$ cat src/rtl/psram_qpi_responder.sv
// QPI PSRAM responder: a 2^MEM_AW-byte memory behind a quad-SPI slave interface.
// Handles quad read (0xEB) and quad write (0x38) commands; any other command is ignored until CS rises.
module psram_qpi_responder #(
  parameter int MEM_AW      = 8,
  parameter int WAIT_CYCLES = 6
) (
  input  logic       clk,
  input  logic       reset,
  input  logic       psram_cs,
  input  logic       psram_sclk,
  input  logic [3:0] psram_sio_in,
  output logic [3:0] psram_sio_out,
  output logic       psram_sio_oe,
  output logic       cmd_err,
  output logic       active,
  output logic [2:0] dbg_state_o
);

  typedef enum logic [2:0] {
    S_IDLE, S_CMD, S_ADDR, S_WAIT, S_WRDATA, S_RDDATA, S_IGNORE
  } state_t;

  // Handshake: no valid/ready; every bus event is a detected SCLK edge qualified by
  // synchronized CS low, and synchronized CS high beats any edge seen in the same clk.

  state_t            state_q, state_d;
  logic              cs_s1_q, cs_s2_q, cs_prev_q;
  logic              sclk_s1_q, sclk_s2_q, sclk_prev_q;
  logic [3:0]        sio_s1_q, sio_s2_q;
  logic [7:0]        cnt_q, cnt_d;
  logic [3:0]        cmd_q, cmd_d;
  logic              is_rd_q, is_rd_d;
  logic [MEM_AW-1:0] addr_q, addr_d;
  logic              nib_lo_q, nib_lo_d;
  logic [3:0]        hold_q, hold_d;
  logic [7:0]        wdata_q, wdata_d;
  logic              wr_pend_q, wr_pend_d;
  logic [3:0]        out_q, out_d;
  logic              oe_q, oe_d;
  logic              err_q, err_d;

  logic [7:0] mem [2**MEM_AW];
  logic [7:0] rd_byte;
  logic [7:0] cmd_byte;
  logic       sclk_rise, sclk_fall, cs_fall;

  assign sclk_rise = sclk_s2_q & ~sclk_prev_q;
  assign sclk_fall = ~sclk_s2_q & sclk_prev_q;
  assign cs_fall   = cs_prev_q & ~cs_s2_q;
  assign cmd_byte  = {cmd_q, sio_s2_q};
  assign rd_byte   = mem[addr_q];

  always_ff @(posedge clk or posedge reset) begin
    if (reset) begin
      state_q     <= S_IDLE;
      cs_s1_q     <= 1'b0;
      cs_s2_q     <= 1'b0;
      cs_prev_q   <= 1'b0;
      sclk_s1_q   <= 1'b0;
      sclk_s2_q   <= 1'b0;
      sclk_prev_q <= 1'b0;
      sio_s1_q    <= '0;
      sio_s2_q    <= '0;
      cnt_q       <= '0;
      cmd_q       <= '0;
      is_rd_q     <= 1'b0;
      addr_q      <= '0;
      nib_lo_q    <= 1'b0;
      hold_q      <= '0;
      wdata_q     <= '0;
      wr_pend_q   <= 1'b0;
      out_q       <= '0;
      oe_q        <= 1'b0;
      err_q       <= 1'b0;
    end else begin
      state_q     <= state_d;
      cs_s1_q     <= psram_cs;
      cs_s2_q     <= cs_s1_q;
      cs_prev_q   <= cs_s2_q;
      sclk_s1_q   <= psram_sclk;
      sclk_s2_q   <= sclk_s1_q;
      sclk_prev_q <= sclk_s2_q;
      sio_s1_q    <= psram_sio_in;
      sio_s2_q    <= sio_s1_q;
      cnt_q       <= cnt_d;
      cmd_q       <= cmd_d;
      is_rd_q     <= is_rd_d;
      addr_q      <= addr_d;
      nib_lo_q    <= nib_lo_d;
      hold_q      <= hold_d;
      wdata_q     <= wdata_d;
      wr_pend_q   <= wr_pend_d;
      out_q       <= out_d;
      oe_q        <= oe_d;
      err_q       <= err_d;
    end
  end

  // Array is deliberately not reset; a pending write is dropped because reset clears wr_pend_q.
  always_ff @(posedge clk) begin
    if (wr_pend_q) mem[addr_q] <= wdata_q;
  end

  always_comb begin
    state_d   = state_q;
    cnt_d     = cnt_q;
    cmd_d     = cmd_q;
    is_rd_d   = is_rd_q;
    addr_d    = addr_q;
    nib_lo_d  = nib_lo_q;
    hold_d    = hold_q;
    wdata_d   = wdata_q;
    wr_pend_d = 1'b0;
    out_d     = out_q;
    oe_d      = oe_q;
    err_d     = 1'b0;

    if (wr_pend_q) addr_d = addr_q + 1'b1;

    case (state_q)
      S_IDLE: begin
        if (cs_fall) begin
          state_d  = S_CMD;
          cnt_d    = '0;
          nib_lo_d = 1'b0;
        end
      end
      S_CMD: begin
        if (sclk_rise) begin
          cmd_d = sio_s2_q;
          if (cnt_q == 8'd1) begin
            cnt_d = '0;
            if (cmd_byte == 8'hEB) begin
              state_d = S_ADDR;
              is_rd_d = 1'b1;
            end else if (cmd_byte == 8'h38) begin
              state_d = S_ADDR;
              is_rd_d = 1'b0;
            end else begin
              state_d = S_IGNORE;
              err_d   = 1'b1;
            end
          end else begin
            cnt_d = cnt_q + 8'd1;
          end
        end
      end
      S_ADDR: begin
        if (sclk_rise) begin
          // Shifting through an MEM_AW-wide register keeps only the low address bits.
          addr_d = (addr_q << 4) | MEM_AW'(sio_s2_q);
          if (cnt_q == 8'd5) begin
            state_d  = is_rd_q ? S_WAIT : S_WRDATA;
            cnt_d    = '0;
            nib_lo_d = 1'b0;
          end else begin
            cnt_d = cnt_q + 8'd1;
          end
        end
      end
      S_WAIT: begin
        if (sclk_rise) begin
          if (cnt_q == 8'(WAIT_CYCLES - 1)) begin
            state_d  = S_RDDATA;
            nib_lo_d = 1'b0;
          end else begin
            cnt_d = cnt_q + 8'd1;
          end
        end
      end
      S_RDDATA: begin
        if (sclk_fall) begin
          oe_d     = 1'b1;
          out_d    = nib_lo_q ? rd_byte[3:0] : rd_byte[7:4];
          nib_lo_d = ~nib_lo_q;
          if (nib_lo_q) addr_d = addr_q + 1'b1;
        end
      end
      S_WRDATA: begin
        if (sclk_rise) begin
          if (!nib_lo_q) begin
            hold_d   = sio_s2_q;
            nib_lo_d = 1'b1;
          end else begin
            wdata_d   = {hold_q, sio_s2_q};
            wr_pend_d = 1'b1;
            nib_lo_d  = 1'b0;
          end
        end
      end
      S_IGNORE: ;
      default: state_d = S_IDLE;
    endcase

    if (state_q != S_IDLE && cs_s2_q) begin
      state_d   = S_IDLE;
      oe_d      = 1'b0;
      out_d     = '0;
      err_d     = 1'b0;
      wr_pend_d = 1'b0;
    end
  end

  assign psram_sio_out = out_q;
  assign psram_sio_oe  = oe_q;
  assign cmd_err       = err_q;
  assign active        = (state_q != S_IDLE);
  assign dbg_state_o   = state_q;

endmodule

$ cat config.mk
export PLATFORM = sky130hd
export DESIGN_NAME = psram_qpi_responder
export DESIGN_NICKNAME = d
export VERILOG_FILES = /design/src/rtl/psram_qpi_responder.sv
export SDC_FILE = /design/constraint.sdc
export NUM_CORES = 2
export LEC_CHECK = 0
export ABC_CLOCK_PERIOD_IN_PS = 3690
export BUFFER_PORTS_ARGS = -buffer_cell sky130_fd_sc_hd__buf_2
export CAP_MARGIN = 20
export CORE_ASPECT_RATIO = 0.8
export CORE_MARGIN = 5
export CORE_UTILIZATION = 50
export DETAILED_ROUTE_END_ITERATION = 12
export PLACE_DENSITY = 0.7
export SLEW_MARGIN = 20
export SYNTH_ARGS = -nofsm -noshare
export SYNTH_HDL_FRONTEND = slang
export SYNTH_SLANG_ARGS = --single-unit
export TNS_END_PERCENT = 50
$ cat constraint.sdc
create_clock -name clk -period 3.69 [get_ports clk]
set_input_delay 0.1845 -clock clk [delete_from_list [all_inputs] [get_ports clk]]
set_output_delay 0.1845 -clock clk [all_outputs]
set_load 0.05 [all_outputs]
-- Yosys cells after proc, flatten, opt, wreduce, memory -nomap -nowiden
Memories as Yosys holds them, arrays and structs flattened.
Cells that the tools add are included.
- bits in registers: 58
- latch bits: 0
- bits in writable memories: 2048
- ROM bits: 0
- bits of input ports: 8
- output and inout bits: 10
- word-level logic and storage cells: 129
- memories kept: 1
- memories (name ; depth ; bits a word ; read ports ; clocked after Yosys merged registers in ; write ports ; RTL line ; RTL):
    mem ; 256 ; 8 ; 1 ; 0 ; 1 ; 42 ; logic [7:0] mem [2**MEM_AW];
- $add $sub $neg: 2
- $mul: 0
- div/mod/pow operators: 0
- $lt $le $gt $ge: 0
- equal/unequal tests: 27
- shift-type cells: 0
- muxes and demuxes: 53
- bitwise logic cells: 8
- reductions and logical operators: 18
- operator list (operator ; count):
    8-bit two-way mux ; 11
    3-bit two-way mux ; 11
    8-bit one-hot mux with 4 select lines ; 1
    1-bit two-way mux ; 23
    3-bit inequality test, second input constant ; 7
    8-bit by 1-bit adder with 8-bit output, second input constant ; 2
    4-bit two-way mux ; 4
    8-bit one-hot mux with 2 select lines ; 1
    3-bit one-hot mux with 5 select lines ; 1
    2-bit inequality test, second input constant ; 7
    6-bit AND reduction ; 2
    3-bit equality test, second input constant ; 3
    8-bit by 1-bit equality test with 1-bit output, second input constant ; 1
    8-bit by 3-bit equality test with 1-bit output, second input constant ; 1
    8-bit by 6-bit equality test with 1-bit output, second input constant ; 1
    8-bit equality test, second input constant ; 1
    8-bit by 4-bit bitwise OR with 8-bit output ; 1
    8-bit AND reduction ; 1
    4-bit nonzero test ; 2
    3-bit by 2-bit equality test with 1-bit output, second input constant ; 2
    2-bit by 1-bit inequality test with 1-bit output, second input constant ; 3
    3-bit AND reduction ; 2
    2-bit nonzero test ; 3
    1-bit NOT ; 4
    10 further kinds ; 13

-- Longest topological paths before layout
- depth in word-level cells: 7
- mapped depth: 13
- mapped depth without buffers: 9

-- Worst setup path before layout
Ideal clock, no wire load.
- path type: reg-to-reg
- start point: register wdata_q[1]
- end point: memory mem[0][1], data pin
- setup time: 0.804 ns
- data arrival time: 3.183 ns
- data required time: 2.886 ns
- slack: -0.297 ns
- stages on the path, launching flop included: 1
- path buffers: 0
- period minus slack after synthesis: 3.987 ns
- cells stage by stage: dfrtp_1
- RTL lines (what ; RTL line ; RTL):
    from (decl) ; 36 ; logic [7:0] wdata_q, wdata_d;
    from (signal assigned) ; 91 ; wdata_q <= wdata_d;
    to (decl) ; 42 ;
No word-level cell before the write port.

-- Worst setup path after layout
- start point: register addr_q[5]
- end point: register out_q[2] (netlist: psram_sio_out[2])
- word-level cells in the longest chain between the ends: 5
- ends and longest elaborated chain (what ; RTL line ; RTL):
    from (decl) ; 33 ; logic [MEM_AW-1:0] addr_q, addr_d;
    from (signal assigned) ; 88 ; addr_q <= addr_d;
    memory 256 x 8 bit ; -- ;
    4-bit two-way mux ; 174 ; out_d = nib_lo_q ? rd_byte[3:0] : rd_byte[7:4];
    4-bit two-way mux ; 172 ; if (sclk_fall) begin
    4-bit two-way mux ; 120 ; case (state_q)
    4-bit two-way mux ; 195 ; if (state_q != S_IDLE && cs_s2_q) begin
    to (signal assigned) ; 93 ; out_q <= out_d;
    to (decl) ; 38 ; logic [3:0] out_q, out_d;
No other way between the ends. The select of a mux whose other input is x is not followed.
A chain may end at the register's enable or synchronous reset.

==> flow_summary.ini <==
[placed_design]
port_buffers = 17
place_area_um2 = 88200
dp_cells = 6431
dpl.hpwl_um = 146000
dp_slack_ns = -0.0494
place_congestion = 0.994

[routing]
ant_nets = 0
dr.pass1.iters = 6
post_drt_wl_per_cell_um = 33.2
vias = 44150
viasPerCell = 6.49
drc_errors = 0
drt_iter0_markers = 6975
drt_wl_total_um = 226000

[power_and_ir_drop]
power.switching_mw = 20.6
p_clk_share_pct = 29.3
p_per_area_nw_per_um2 = 707
p_comb_share_pct = 26.3
power_leakage_nw = 31.8
netSwitchingFraction_pct = 30.9
p_seq_share_pct = 44.4
ir_worst_vdd_uv = 556
internal-power_mw = 46.2

[worst_setup_path]
worstPathCellList = nor2b_1 -> nand2_1 -> nor4_1 -> a21oi_1 -> nand4_1 -> o21ai_0 -> o31a_1 -> o21ai_1
end_kind = register
crit_slowest_cell = nor4_1
start_kind = register
required_ns = 4.45
crit_type = reg2reg
critPathMaxFanout = 15
arrival_ns = 4.44
slowest_delay_ns = 0.91

[timing]
relSlewSlack_pct = 33.5
whs_ns = 0.357
drv_slew = 0
fmax_mhz = 272
setup_viol = 0
rsz0062_at_grt = no
worst_slack_ns = 0.00979
worstMarginPinSlew_ns = 0.988
final_hold_viol_count = 0
min_period_ns = 3.68
skew_ns = 0.0417
fin_crit_sh_pct = 99.7

[cells_and_area]
nFillCells = 11814
final_cells = 6798
fin_nets = 4489
drive_gt1_share_pct = 29.2
fin_area_um2 = 94500
area_growth_pct = 15.1

[die]
coreArea_um2 = 164000
dieWidth_um = 463
die_area_um2 = 172000
io_pins = 18
start_util_pct = 50.1
die_h_um = 372
rows = 133

[clock_network]
clk_latency_ns = 0.85
cts_sinks = 2106
cts_tree = yes
htreeDepth = 4
cts_max_path_buffers = 3
cts_buffers = 187
root_buffer = clkbuf_16
path_clk_slew_ns = 0.07

[logic_synthesis]
synth_edf_count = 2048
syn_avg_cell_area_um2 = 20.6
yosys.area.top_type_share_pct = 75.0
netlist.top_cell.by_area = edfxtp_1
yosys_most_used_dff = edfxtp_1
synth.cell_area_um2 = 82100
syn-num-nets = 4001
synth_cell_types = 66
ys_ff_latch = 2106
synth.top_cells.by_area = edfxtp_1 (75%), mux4_2 (14%), dfrtp_1 (1.8%)
yosysSeqAreaShare_pct = 76.7
async_flop_share_pct = 2.75
yosys_warnings = 0
synthCells = 3986

[job]
max-cap-violations = 0

[global_routing]
grt_util_all_layers_pct = 26.1
grt_pass1_wl_um = 321000
antenna_found_initial = 5
grt_pass1_vias = 42860
grt_max_degree = 117
grt_overflow = 0

[run_status]
status = finished clean

[hold_path]
hp-class = reg2reg
[registers in the layout, summed over array words and instances, names as in the netlist, 3 cells and up]
register / flops
sio_s2_q: 4
cmd_q: 4
psram_sio_out: 4
dbg_state_o: 3
addr_q: 8
wdata_q: 8
sio_s1_q: 4
hold_q: 4
cnt_q: 8
mem: 2048
[stage by stage]
stage | total power, mW | TNS, ns | utilization, %
after floorplan | 40.2 | 0 | -
after global placement | 47.1 | -0.0517 | 53.8
after detailed placement | 47.3 | -0.0653 | 53.8
after CTS | 66.7 | 0 | 57.7
after global routing | 68.7 | 0 | 57.7
final | 66.8 | 0 | 57.7
[cells by family after synthesis]
family,count (synthesis),share of synthesized area [%]
simple gates,667,3.60
flops,2106,76.7
mux,634,15.4
fa+ha+maj,7,0.107
buf+inv,243,1.49
compound gates,329,2.72
[area by class of cell]
type,instances,area (µm²),area share [%]
tap,2160,2700,2.86
timing repair buffer,530,4640,4.91
antenna,3,7.51,0.00795
sequential,2106,63000,66.7
inverter,12,51.3,0.0543
clock buffer,224,4870,5.15
clock inverter,126,1240,1.32
multi-input combinational,1637,18000,19.0
[power by group through the flow]
stage / logic [mW] / clock network (mW) / registers [mW]
2_1_floorplan: 9.50 / 0 / 30.7
3_3_place_gp: 17.0 / 0 / 30.1
3_5_place_dp: 17.2 / 0 / 30.1
4_1_cts: 17.3 / 19.8 / 29.6
5_1_grt: 18.2 / 20.8 / 29.6
6_report: 17.6 / 19.6 / 29.6
[critical path, delay by kind of cell, from the launching register on]
family          cells  cell delay, ns
simple gates        4            2.25
flops               1            0.83
compound gates      4            0.49
[Yosys cell counts, types with 4 or more instances]
cell type	instances
edfxtp_1	2048
mux4_2	498
nor2_1	327
nand2_1	142
clkbuf_1	118
mux2i_1	107
dfrtp_1	58
o21ai_0	57
a22oi_1	54
a21oi_1	53
nand3_1	52
buf_4	51
o22ai_1	50
buf_2	33
and3_1	29
mux2_2	29
nor4_1	20
buf_1	19
nor2b_1	19
nor3_1	19
nand4_1	14
a22o_1	13
a221oi_1	12
nand2b_1	12
a211oi_1	11
a31oi_1	10
buf_6	10
a2111oi_0	9
and2_1	9
inv_1	9
a32oi_1	8
ha_1	7
o211ai_1	6
a32o_1	5
or2_2	5
nor3b_1	4
o2111ai_1	4
o221ai_1	4
o31ai_1	4
[timing repair]
| action | CTS | global route |
|---|---|---|
| pin swaps | 0 | 0 |
| hold buffers | 14 | 0 |
| endpoints found under the hold margin | 41 | 0 |
| setup buffers | 0 | 0 |
| gates cloned | 0 | 0 |
| resized for setup | 2 | 10 |
| endpoints found under the setup margin | 2 | 4 |
[final timing paths]
check,from,to,slack (ns),cells after the start
max,addr_q[5],psram_sio_out[2],0.01,8
min,sclk_s1_q,sclk_s2_q,0.36,0
max reg2reg,addr_q[5],psram_sio_out[2],0.01,8
min reg2reg,sclk_s1_q,sclk_s2_q,0.36,0
max in group asynchronous,reset,addr_q[2],2.13,5
min in group asynchronous,reset,cmd_q[0],0.59,4
[cell usage in the layout (no fill, tap or decap), types with 17 or more instances in the layout]
master	synthesis	routed
o21ai_0	57	56
a22oi_1	54	54
nor2_1	327	324
nor3_1	19	19
mux2i_1	107	106
clkinv_1	2	47
mux2_2	29	29
dfrtp_1	58	46
clkinv_2	0	39
clkbuf_16	0	187
bufinv_16	0	17
nand2_1	142	141
clkbuf_1	118	32
buf_12	0	53
and3_1	29	29
o22ai_1	50	50
nand3_1	52	52
buf_4	51	445
a21oi_1	53	53
nor4_1	20	19
buf_2	33	17
edfxtp_1	2048	2048
mux4_2	498	498
[metal layers]
metal  routed length [µm]  track usage (%)
met2                97300             37.0
met5                    0                0
met4                 9080             9.53
met1                86400             38.1
met3                33200             8.95
Power figures use the tool's default switching activity.
